**config.mk**
```make
export PLATFORM = sky130hd
export DESIGN_NAME = aes_block_serializer
export DESIGN_NICKNAME = d
export VERILOG_FILES = /design/src/rtl/aes_block_serializer.sv
export SDC_FILE = /design/constraint.sdc
export NUM_CORES = 1
export LEC_CHECK = 0
export BUFFER_PORTS_ARGS = -buffer_cell sky130_fd_sc_hd__buf_2
export CAP_MARGIN = 10
export CORE_MARGIN = 2
export CORE_UTILIZATION = 60
export CTS_CLUSTER_SIZE = 12
export DETAILED_ROUTE_END_ITERATION = 8
export GPL_TIMING_DRIVEN = 1
export HOLD_SLACK_MARGIN = 0.15
export PLACE_DENSITY = 0.83
export SYNTH_ARGS = -nofsm -noshare
export SYNTH_HDL_FRONTEND = slang
export SYNTH_SLANG_ARGS = --single-unit
```
**constraint.sdc**
```tcl
create_clock -name clk_i -period 15.4 [get_ports clk_i]
set_clock_uncertainty 0.2 [all_clocks]
set_input_delay 0 -clock clk_i [delete_from_list [all_inputs] [get_ports clk_i]]
set_output_delay 0 -clock clk_i [all_outputs]
set_load 0.01 [all_outputs]
```
**src/rtl/aes_block_serializer.sv**
```systemverilog
// Serializes 128-bit AES ciphertext blocks into a most-significant-word-first
// 32-bit valid/ready stream, using a two-entry block FIFO to hide handover gaps.
module aes_block_serializer #(
    parameter int BLOCK_WIDTH = 128,
    parameter int WORD_WIDTH  = 32,
    parameter int NUM_WORDS   = BLOCK_WIDTH / WORD_WIDTH
) (
    input  logic                   clk_i,
    input  logic                   rst_i,
    input  logic                   clear_i,
    input  logic                   blk_valid_i,
    output logic                   blk_ready_o,
    input  logic [BLOCK_WIDTH-1:0] blk_data_i,
    output logic                   word_valid_o,
    input  logic                   word_ready_i,
    output logic [WORD_WIDTH-1:0]  word_data_o,
    output logic                   last_o,
    output logic                   busy_o,
    output logic [15:0]            blocks_done_o
);

    localparam int IDX_W = (NUM_WORDS > 1) ? $clog2(NUM_WORDS) : 1;
    localparam logic [IDX_W-1:0] IDX_ONE  = IDX_W'(1);
    localparam logic [IDX_W-1:0] IDX_LAST = IDX_W'(NUM_WORDS - 1);

    logic [BLOCK_WIDTH-1:0] r_buf [0:1];
    logic                   r_head;
    logic                   r_tail;
    logic [1:0]             r_count;
    logic [IDX_W-1:0]       r_idx;
    logic [15:0]            r_blocks_done;

    logic                   w_blk_ready;
    logic                   w_word_valid;
    logic                   w_in_hs;
    logic                   w_out_hs;
    logic                   w_idx_last;
    logic                   w_out_last_hs;
    logic [BLOCK_WIDTH-1:0] w_head_blk;
    logic [WORD_WIDTH-1:0]  w_words [0:NUM_WORDS-1];

    // clear_i gates both sides so no transfer can coincide with a flush
    assign w_blk_ready   = (r_count < 2'd2) & ~clear_i;
    assign w_word_valid  = (r_count != 2'd0) & ~clear_i;
    assign w_in_hs       = blk_valid_i & w_blk_ready;
    assign w_out_hs      = w_word_valid & word_ready_i;
    assign w_idx_last    = (r_idx == IDX_LAST);
    assign w_out_last_hs = w_out_hs & w_idx_last;
    assign w_head_blk    = r_buf[r_head];

    genvar gi;
    generate
        for (gi = 0; gi < NUM_WORDS; gi++) begin : g_word_slice
            assign w_words[gi] = w_head_blk[BLOCK_WIDTH-1-gi*WORD_WIDTH -: WORD_WIDTH];
        end

        for (gi = 0; gi < 2; gi++) begin : g_buf_entry
            always_ff @(posedge clk_i or posedge rst_i) begin
                if (rst_i) begin
                    r_buf[gi] <= '0;
                end else if (w_in_hs && (r_tail == 1'(gi))) begin
                    r_buf[gi] <= blk_data_i;
                end
            end
        end
    endgenerate

    always_ff @(posedge clk_i or posedge rst_i) begin
        if (rst_i) begin
            r_head        <= 1'b0;
            r_tail        <= 1'b0;
            r_count       <= 2'd0;
            r_idx         <= '0;
            r_blocks_done <= 16'd0;
        end else if (clear_i) begin
            r_head        <= 1'b0;
            r_tail        <= 1'b0;
            r_count       <= 2'd0;
            r_idx         <= '0;
            r_blocks_done <= 16'd0;
        end else begin
            if (w_in_hs) begin
                r_tail <= ~r_tail;
            end
            if (w_out_hs) begin
                if (w_idx_last) begin
                    r_idx         <= '0;
                    r_head        <= ~r_head;
                    r_blocks_done <= r_blocks_done + 16'd1;
                end else begin
                    r_idx <= r_idx + IDX_ONE;
                end
            end
            // a simultaneous accept and final-word retire leaves occupancy unchanged
            case ({w_in_hs, w_out_last_hs})
                2'b10:   r_count <= r_count + 2'd1;
                2'b01:   r_count <= r_count - 2'd1;
                default: r_count <= r_count;
            endcase
        end
    end

    assign blk_ready_o   = w_blk_ready;
    assign word_valid_o  = w_word_valid;
    assign word_data_o   = w_words[r_idx];
    assign last_o        = w_word_valid & w_idx_last;
    assign busy_o        = (r_count != 2'd0);
    assign blocks_done_o = r_blocks_done;

endmodule

```
==> out/metrics.yaml, run 1 <==
outcome: "stopped before the end"
haltStage: "4_1_cts"
error: "[ERROR RSZ-0060] Max buffer count reached."
die_w_um: 148
die_h_um: 148
syn-cell-area_sq_mm: 0.0124
rows: 52
gp_congestion: 0.776
clock_sinks: 278
start_util: 0.613
post_synth_main_area_contributors: "dfrtp_1 56%, mux2_2 26%, mux4_2 12%"
htree_levels: 1
ys.flop_type: "dfrtp_1"
yosys.cell_types.count: 30
cts_root_buf: "clkbuf_16"
ios: 185
clock_path_buffers: 3
netlist.area_leader.share: 0.559
synth_warnings: 0
cts_resized: 0
cts_buffers: 29
dpl.hpwl_um: 15300
synth-seq-cells: 278
yosysMostFrequentCell: "mux2_2"
synth_nets: 905
postSynthCellCount: 770
portBuffers: 184
synth_area_per_cell_sq_um: 16.2
synth_common_cells: "288 x mux2_2, 278 x dfrtp_1, 64 x mux4_2"
ys_seq_area_frac: 0.559
post_cts_buffers: 0
async_flop_share: 1.00
cts_hold_buf: 247
synth_top_cell_by_area: "dfrtp_1"
synth-edff-count: 0
## stage by stage
| step | area, sq um | worst slack [ns] | utilization | hold slack, ns | instances |
|---|---|---|---|---|---|
| 2_1_floorplan | 12400 | 7.53 | - | -0.140 | 770 |
| 3_3_place_gp | 13500 | 12.33 | 0.667 | 0.0453 | 1181 |
| 3_5_place_dp | 13500 | 12.31 | 0.667 | 0.0491 | 1181 |
## cell families after synthesis
group	share of synthesized area
AO/OA/AOI/OAI	0.0104
XOR/XNOR	0.00845
buffers and inverters	0.0205
adder cells (fa/ha/maj)	0.00201
AND/OR/NAND/NOR	0.0212
multiplexers	0.378
flip-flops	0.559
==> run 2, diff against run 1 <==
--- a/config.mk
+++ b/config.mk
@@ -8,12 +8,10 @@
 export BUFFER_PORTS_ARGS = -buffer_cell sky130_fd_sc_hd__buf_2
 export CAP_MARGIN = 10
 export CORE_MARGIN = 2
-export CORE_UTILIZATION = 60
-export CTS_CLUSTER_SIZE = 12
+export CORE_UTILIZATION = 40
 export DETAILED_ROUTE_END_ITERATION = 8
 export GPL_TIMING_DRIVEN = 1
-export HOLD_SLACK_MARGIN = 0.15
-export PLACE_DENSITY = 0.83
+export PLACE_DENSITY_LB_ADDON = 0.15
 export SYNTH_ARGS = -nofsm -noshare
 export SYNTH_HDL_FRONTEND = slang
 export SYNTH_SLANG_ARGS = --single-unit
==> run 2 against run 1 <==
Net effect:
- the flow now finishes without violations
- synthesized area unchanged
- synthesized cell count unchanged
==> out/metrics.yaml, run 2 <==
outcome: "finished, final reports clean"
netlist.area_leader.share: 0.559  # unchanged
postSynthCellCount: 770  # unchanged
antenna_found_initial: 1
start_kind: "register"
synth_warnings: 0  # unchanged
reg2reg_from: "r_count[1]"
fin_util: 0.531
yosys.cell_types.count: 30  # unchanged
grt_pass1_wl_um: 44800
clk_latency_ns: 0.55
syn-cell-area_sq_mm: 0.0124  # unchanged
startpoint: "r_idx[0]"
hp-class: "in2reg"
tns_ns: 0
synth_nets: 905  # unchanged
vias_per_cell: 5.08
p_sw_mw: 0.598
final_cell_mix: "288 x mux2_2, 275 x dfrtp_1, 184 x buf_2"
arrival_ns: 3.11
synth_top_cell_by_area: "dfrtp_1"
synth_common_cells: "288 x mux2_2, 278 x dfrtp_1, 64 x mux4_2"
cts_resized: 0  # unchanged
drive_gt1_frac: 0.539
cap_violations: 0
layout.cells.non_filler: 1515
drc: 0
clk_pin_slew_ns: 0.06
antenna_left: 0
power.share.clock: 0.309
finalCriticalPeriod_ns: 3.31
grt_max_degree: 161
drtPass1Iterations: 4
final_common_cell: "mux2_2"
nFillCells: 2596
ios: 185  # unchanged
die_h_um: 180  # +22%
maxSlewViolCount: 0
synth-edff-count: 0  # unchanged
power_frac_comb: 0.230
period_share: 0.215
dr_total_vias: 7693
fmax_mhz: 302
clock_sinks: 278  # unchanged
crit_type: "reg2out"
grt_pass1_vias: 8356
rows: 64  # +23%
area_growth_pct: 30.6
ys.flop_type: "dfrtp_1"
tightest_slew_ns: 1.02
gp_congestion: 0.710  # -8.6%
vdd_drop_max_v: 0.000110
slew_headroom: 0.322
largest_register_ff_count: 256
drt_iter0_markers: 304
critPathMaxFanout: 37
overflow: 0
cts_buffers: 31  # +6.9%
min_from: "blk_data_i[30]"
swShare: 0.250
cts_root_buf: "clkbuf_16"
crit_required_ns: 15.20
yosysMostFrequentCell: "mux2_2"
wl_per_cell_um: 18.0
p_int_mw: 1.79
post_synth_main_area_contributors: "dfrtp_1 56%, mux2_2 26%, mux4_2 12%"
track_usage: 0.168
seqCellArea_sq_mm: 0.00697
regMostFlops: "r_buf"
synth-seq-cells: 278  # unchanged
start_util: 0.407  # -0.206
seq_power_share: 0.461
crit_path_end_kind: "output pin"
total_power_mw: 2.39
grt_setup_unrepaired: "no"
p_per_area_mw_per_mm2: 147
htree_levels: 1  # unchanged
async_flop_share: 1.00  # unchanged
die_w_um: 180  # +22%
setup_viol: 0
tritoncts: "yes"
clock_path_buffers: 3  # unchanged
synth_area_per_cell_sq_um: 16.2  # unchanged
portBuffers: 184  # unchanged
fp.dieArea_sq_mm: 0.0325
hold_viol_final: 0
placedCellCount: 1307  # +11%
wirelength_um: 27200
post_cts_buffers: 0  # unchanged
multi_input_area_sq_mm: 0.00524
dpl.hpwl_um: 16000  # +4.7%
ys_seq_area_frac: 0.559  # unchanged
core_area_sq_mm: 0.0306
final_nets: 1229
p_leak_nw: 6.89
==> run 2: cell counts after synthesis <==
No cell type changed its count.
==> run 2: final timing paths <==
path | to | slack (ns) | cells after the start
setup / recovery | word_data_o[2] | 12.09 | 4
hold / removal | r_buf[158] | 0.03 | 3
setup reg to reg | r_buf[85] | 12.24 | 4
hold reg to reg | r_buf[124] | 0.30 | 1
max in group asynchronous | r_buf[139] | 13.04 | 5
min in group asynchronous | r_buf[30] | 0.59 | 4
==> run 2: what timing repair did <==
action	CTS	global route
endpoints found under the setup margin	0	0
hold endpoints to repair	396	0
hold buffers	150	0
==> run 2: critical path, cell delays in order, from the launching register on <==
cell	delay, ns
dfrtp_4	0.83
buf_4	0.70
mux4_2	0.60
mux2_2	0.29
buf_2	0.14
==> run 2: power groups by stage <==
stage / logic (mW) / clock network (mW) / registers [mW]
6_report: 0.551 / 0.738 / 1.10
5_1_grt: 0.604 / 0.794 / 1.14
4_1_cts: 0.561 / 0.762 / 1.10
3_5_place_dp: 0.528 / 0 / 1.12
3_3_place_gp: 0.516 / 0 / 1.11
2_1_floorplan: 0.425 / 0 / 1.07
==> run 2: layout make-up <==
type	instances	area share
Antenna cell	1	0.000154
Clock buffer	45	0.0565
Clock inverter	12	0.00701
Inverter	5	0.00162
Multi-Input combinational cell	437	0.322
Sequential cell	278	0.429
Tap cell	396	0.0305
Timing Repair Buffer	341	0.153
==> run 2: per-stage QoR <==
step | hold slack [ns] | cell area, sq um | setup WS [ns]
global route | 0.0132 | 16200 | 11.86
finish | 0.0265 | 16200 | 12.09
detailed placement | 0.0160 | 13700 | 12.25
global placement | 0.0266 | 13700 | 12.28
floorplan | -0.140 | 12400 | 7.53
CTS | 0.000553 | 16200 | 11.95
==> run 2: cell families (layout without fill, tap and decap cells) <==
kind of cell    count (synthesis)  in the layout  share of synthesized area
mux                           354            354                      0.378
fa+ha+maj                       2              2                    0.00201
simple gates                   50             50                     0.0212
flops                         278            278                      0.559
buf+inv                        55            403                     0.0205
compound gates                 19             19                     0.0104
other cells                     0              1                          0
xor+xnor                       12             12                    0.00845
==> run 2: metal layers <==
layer / global-route usage / wire length, um / vias up
li1: - / - / 3541
met1: 0.231 / 12500 / 3986
met2: 0.279 / 13000 / 134
met3: 0.0360 / 1180 / 32
met4: 0.0345 / 499 / 0
met5: 0 / 0 / -
(Power assumes the default switching activity.)
==> run 3, diff against run 2 <==
==> constraint.sdc (replaced) <==
create_clock -name clk_i -period 3.1 [get_ports clk_i]
set_clock_uncertainty 0.2 [all_clocks]
set_input_delay 0 -clock clk_i [delete_from_list [all_inputs] [get_ports clk_i]]
set_output_delay 0 -clock clk_i [all_outputs]
set_load 0.01 [all_outputs]
==> run 3 against run 2 <==
Net effect:
- largest cell class unchanged
- first-iteration DRC count decreased by 6.3%
- sequential power rose to 5.0 times the previous value
- register-to-register slack got worse by 11 ns
- worst hold slack worse by 0.0016 ns
- combinational power grew to 5.1 times the previous value
- clock power rose to 4.9 times the previous value
- sequential share of layout area fell by 0.48 points
==> out/metrics.yaml, run 3 (same netlist as run 2, synthesis figures left out) <==
outcome: "finished, final reports clean"
regMostFlops: "r_buf"
maxSlewViolCount: 0  # unchanged
power_frac_comb: 0.237  # +0.007
clk_latency_ns: 0.55  # about the same
final_common_cell: "mux2_2"
clock_sinks: 278  # unchanged
drc: 0  # unchanged
period_share: 0.877
placedCellCount: 1318  # +0.84%
final_cell_mix: "288 x mux2_2, 275 x dfrtp_1, 184 x buf_2"
cts_resized: 0  # unchanged
p_leak_nw: 6.95  # +0.93%
cts_buffers: 31  # unchanged
cts_root_buf: "clkbuf_16"
overflow: 0  # unchanged
crit_path_end_kind: "output pin"
dr_total_vias: 7745  # +0.68%
largest_register_ff_count: 256  # unchanged
drive_gt1_frac: 0.538  # -0.00178
ios: 185  # unchanged
drt_iter0_markers: 285  # -6.3%
arrival_ns: 2.52  # -0.59 ns
dpl.hpwl_um: 16800  # +4.5%
p_sw_mw: 2.96  # +400%
wl_per_cell_um: 18.1  # +0.60%
clock_path_buffers: 3  # unchanged
setup_viol: 0  # unchanged
cap_violations: 0  # unchanged
seqCellArea_sq_mm: 0.00697  # unchanged
finalCriticalPeriod_ns: 2.72
crit_type: "reg2out"
drtPass1Iterations: 4  # unchanged
start_util: 0.407  # unchanged
p_int_mw: 8.88  # +400%
slew_headroom: 0.518  # +0.195
final_nets: 1243  # +1.1%
area_growth_pct: 32.1
fmax_mhz: 368
power.share.clock: 0.303  # -0.006
final_cell_area_sq_mm: 0.0164  # +1.1%
portBuffers: 184  # unchanged
multi_input_area_sq_mm: 0.00524  # unchanged
vdd_drop_max_v: 0.000490  # +350%
vias_per_cell: 5.07  # -0.25%
grt_pass1_vias: 8633  # +3.3%
gp_congestion: 0.718  # +1.1%
clk_pin_slew_ns: 0.06  # about the same
htree_levels: 1  # unchanged
layout.cells.non_filler: 1529  # +0.92%
antenna_left: 0  # unchanged
whs_ns: 0.0249  # -0.00164 ns
wirelength_um: 27600  # +1.5%
tritoncts: "yes"
hold_viol_final: 0  # unchanged
swShare: 0.250  # about the same
tightest_slew_ns: 0.722  # -0.295 ns
fp.dieArea_sq_mm: 0.0325  # unchanged
antenna_found_initial: 2  # +1
start_kind: "register"
rows: 64  # unchanged
crit_required_ns: 2.90  # -12.30 ns
die_h_um: 180  # unchanged
p_per_area_mw_per_mm2: 721  # +390%
hp-class: "in2reg"
seq_power_share: 0.461  # about the same
die_w_um: 180  # unchanged
core_area_sq_mm: 0.0306  # unchanged
grt_max_degree: 70  # -57%
critPathMaxFanout: 25  # -32%
fin_util: 0.537  # +0.00601
grt_pass1_wl_um: 46500  # +3.7%
track_usage: 0.173  # +0.00506
nFillCells: 2560  # -1.4%
tns_ns: 0  # unchanged
grt_setup_unrepaired: "no"
postPlaceCellArea_sq_mm: 0.0139  # +1.3%
run 3: cell count changes in the layout (fill, tap and decap cells not counted), moves of 3 or more:
cell and change:
clkinv_2 -6, buf_12 +8, clkbuf_1 +5, buf_4 +3, dlygate4sd3_1 +3
run 3: through the flow:
step | total power, mW | setup slack [ns]
2_1_floorplan | 7.42 | -0.779
3_3_place_gp | 8.12 | 0.865
3_5_place_dp | 8.21 | 0.816
4_1_cts | 12.0 | 0.324
5_1_grt | 12.6 | 0.248
6_report | 11.8 | 0.382
run 3: worst max-delay path: stages, from the launching register on:
cell and delay (ns):
dfrtp_4 0.73, buf_4 0.29, mux4_2 0.51, mux2_2 0.27, buf_2 0.14
run 3: power by group through the flow:
stage / logic [mW] / registers (mW) / clock network (mW)
4_1_cts: 2.85 / 5.46 / 3.71
3_3_place_gp: 2.62 / 5.50 / 0
5_1_grt: 3.06 / 5.63 / 3.87
3_5_place_dp: 2.69 / 5.52 / 0
2_1_floorplan: 2.11 / 5.31 / 0
6_report: 2.80 / 5.46 / 3.59
run 3: worst paths after layout:
check                                    start                 to  slack (ns)  cells after the start
worst max-delay path                    r_head    word_data_o[13]        0.38                      4
worst min-delay path            blk_data_i[12]          r_buf[12]        0.02                      3
worst max register to register        r_idx[0]  blocks_done_o[15]        0.78                      5
worst min register to register       r_buf[70]          r_buf[70]        0.30                      1
max in group asynchronous                rst_i          r_buf[38]        1.32                      5
min in group asynchronous                rst_i         r_buf[187]        0.50                      4
run 3: final cells by class:
type	instances	area share
Tap cell	396	0.0302
Inverter	5	0.00137
Timing Repair Buffer	355	0.164
Antenna cell	2	0.000305
Multi-Input combinational cell	437	0.319
Clock inverter	5	0.00327
Sequential cell	278	0.424
Clock buffer	51	0.0579
run 3: metal layers:
layer / global-route usage / share of wire / wire length (um) / vias up
met2: 0.285 / 0.48 / 13200 / 145
met3: 0.0317 / 0.040 / 1100 / 46
met5: 0 / 0 / 0 / -
li1: - / - / - / 3575
met4: 0.0400 / 0.023 / 622 / 0
met1: 0.241 / 0.46 / 12700 / 3979
run 3: repair_timing:
item | in CTS | in global routing
buffers inserted | 0 | 0
endpoints found under the hold margin | 556 | 0
endpoints found under the setup margin | 0 | 0
hold buffers | 153 | 0
==> run 4, diff against run 3 <==
==> constraint.sdc (replaced) <==
create_clock -name clk_i -period 3.1 [get_ports clk_i]
set_clock_uncertainty 0.2 [all_clocks]
set_input_delay 0.155 -clock clk_i [delete_from_list [all_inputs] [get_ports clk_i]]
set_output_delay 0.155 -clock clk_i [all_outputs]
set_load 0.01 [all_outputs]
==> run 4 against run 3 <==
Net effect:
- maximum frequency is 4.1% lower
- die area stayed put
- non-clock buffer count is 22 lower
- clock power is 13% higher
- cell area is 0.23% lower
- via count is 0.44% lower
- sequential cell count stayed put
- count of clock-buffer cells in the layout is 7 lower
- worst hold slack better by 0.061 ns
- register-to-register slack hardly changed
- global-route usage is 0.083 points lower
==> out/metrics.yaml, run 4 (same netlist as run 2, synthesis figures left out) <==
clk_pin_slew_ns: 0.05  # about the same
wirelength_um: 27600  # about the same
dp_slack_ns: 0.761  # -0.0554 ns
grt_max_degree: 77  # +10%
cts_buffers: 34  # +9.7%
track_usage: 0.173  # -0.000832
vdd_drop_max_v: 0.000448  # -8.7%
start_kind: "register"
layout.cells.non_filler: 1511  # -1.2%
clock_path_buffers: 3  # unchanged
wl_per_cell_um: 18.3  # +1.3%
htree_levels: 2  # +1
cts_root_buf: "clkbuf_16"
largest_register_ff_count: 256  # unchanged
tightest_slew_ns: 0.645  # -0.0770 ns
placedCellCount: 1317  # -0.076%
period_share: 0.914  # +0.0372
postPlaceCellArea_sq_mm: 0.0139  # +0.13%
final_cell_mix: "288 x mux2_2, 275 x dfrtp_1, 184 x buf_2"
crit_type: "reg2out"
tritoncts: "yes"
drc: 0  # unchanged
area_growth_pct: 31.8
portBuffers: 184  # unchanged
crit_path_end_kind: "output pin"
regMostFlops: "r_buf"
endpoint: "word_data_o[5]"
overflow: 0  # unchanged
core_area_sq_mm: 0.0306  # unchanged
vias_per_cell: 5.10  # +0.75%
maxSlewViolCount: 0  # unchanged
grt_setup_unrepaired: "no"
startpoint: "r_idx[0]"
gp_congestion: 0.733  # +2.1%
ios: 185  # unchanged
antenna_left: 0  # unchanged
final_cell_area_sq_mm: 0.0164  # -0.23%
fin_util: 0.536  # -0.00123
nFillCells: 2582  # +0.86%
start_util: 0.407  # unchanged
critPathMaxFanout: 33  # +32%
reg2regPathDepth: 5  # unchanged
tns_ns: 0  # unchanged
die_h_um: 180  # unchanged
reg2reg_from: "r_idx[0]"
hp-class: "in2async"
crit_required_ns: 2.74  # -0.16 ns
drt_iter0_markers: 266  # -6.7%
total_power_mw: 12.3  # +3.8%
dr_total_vias: 7711  # -0.44%
cap_violations: 0  # unchanged
outcome: "finished, final reports clean"
finalCriticalPeriod_ns: 2.83  # +0.115 ns
cts_hold_buf: 132  # -14%
hold_viol_final: 0  # unchanged
p_per_area_mw_per_mm2: 750  # +4.1%
rows: 64  # unchanged
setup_viol: 0  # unchanged
clk_latency_ns: 0.50  # -0.05 ns
grt_pass1_vias: 8619  # -0.16%
clock_sinks: 278  # unchanged
whs_ns: 0.0859  # +0.0610 ns
dpl.hpwl_um: 17200  # +2.7%
slew_headroom: 0.569  # +0.0515
post_cts_buffers: 0  # unchanged
antenna_found_initial: 3  # +1
drtPass1Iterations: 4  # unchanged
final_common_cell: "mux2_2"
reg2reg_slack_ns: 0.77  # about the same
rr_endpoint: "blocks_done_o[15]"
cts_resized: 0  # unchanged
fp.dieArea_sq_mm: 0.0325  # unchanged
final_nets: 1224  # -1.5%
drive_gt1_frac: 0.555  # +0.0173
arrival_ns: 2.48  # -0.04 ns
setup_ws_ns: 0.266  # -0.115 ns
grt_pass1_wl_um: 45800  # -1.5%
die_w_um: 180  # unchanged
p_leak_nw: 6.94  # -0.18%
fmax_mhz: 353  # -4.1%
-- run 4: changes by cell type in the layout (fill, tap and decap cells not counted), sizes merged --
cell	before	now
buf	202	201
diode	2	3
bufinv	1	4
clkinvlp	1	3
dlygate4sd3	153	132
inv	5	6
clkinv	3	7
clkbuf	51	44
-- run 4: per-layer routing --
| metal | GRT usage | up-vias | part of all wire |
|---|---|---|---|
| li1 | - | 3528 | - |
| met1 | 0.231 | 3987 | 0.45 |
| met2 | 0.290 | 150 | 0.49 |
| met3 | 0.0325 | 46 | 0.039 |
| met4 | 0.0474 | 0 | 0.022 |
| met5 | 0 | - | 0 |
-- run 4: worst min path at each step --
stage / endpoint / slack, ns / cells after the start
final: r_buf[153] / 0.09 / 3
after global routing: r_buf[153] / 0.15 / 3
after CTS: r_buf[153] / 0.09 / 3
after detailed placement: r_buf[153] / 0.09 / 2
after global placement: r_buf[153] / 0.08 / 2
after floorplan: r_buf[45] / 0.11 / 1
-- run 4: power breakdown --
group / switching (mW) / internal [mW] / leakage [nW]
Combinational: 0.932 / 1.85 / 3.03
Clock: 1.52 / 2.52 / 0.569
Sequential: 0.608 / 4.87 / 3.34
-- run 4: cell type report --
class | instances | area (sq um) | area share
Antenna cell | 3 | 7.51 | 0.000458
Clock buffer | 44 | 958 | 0.0585
Tap cell | 396 | 495 | 0.0302
Multi-Input combinational cell | 437 | 5240 | 0.320
Inverter | 5 | 22.5 | 0.00137
Clock inverter | 15 | 199 | 0.0121
Sequential cell | 278 | 6970 | 0.425
Timing Repair Buffer | 333 | 2510 | 0.153
-- run 4: critical path, stage by stage, from the launching register on --
cell and delay [ns]:
dfrtp_4 0.44, buf_4 0.50, mux4_2 0.59, mux2_2 0.28, buf_2 0.14
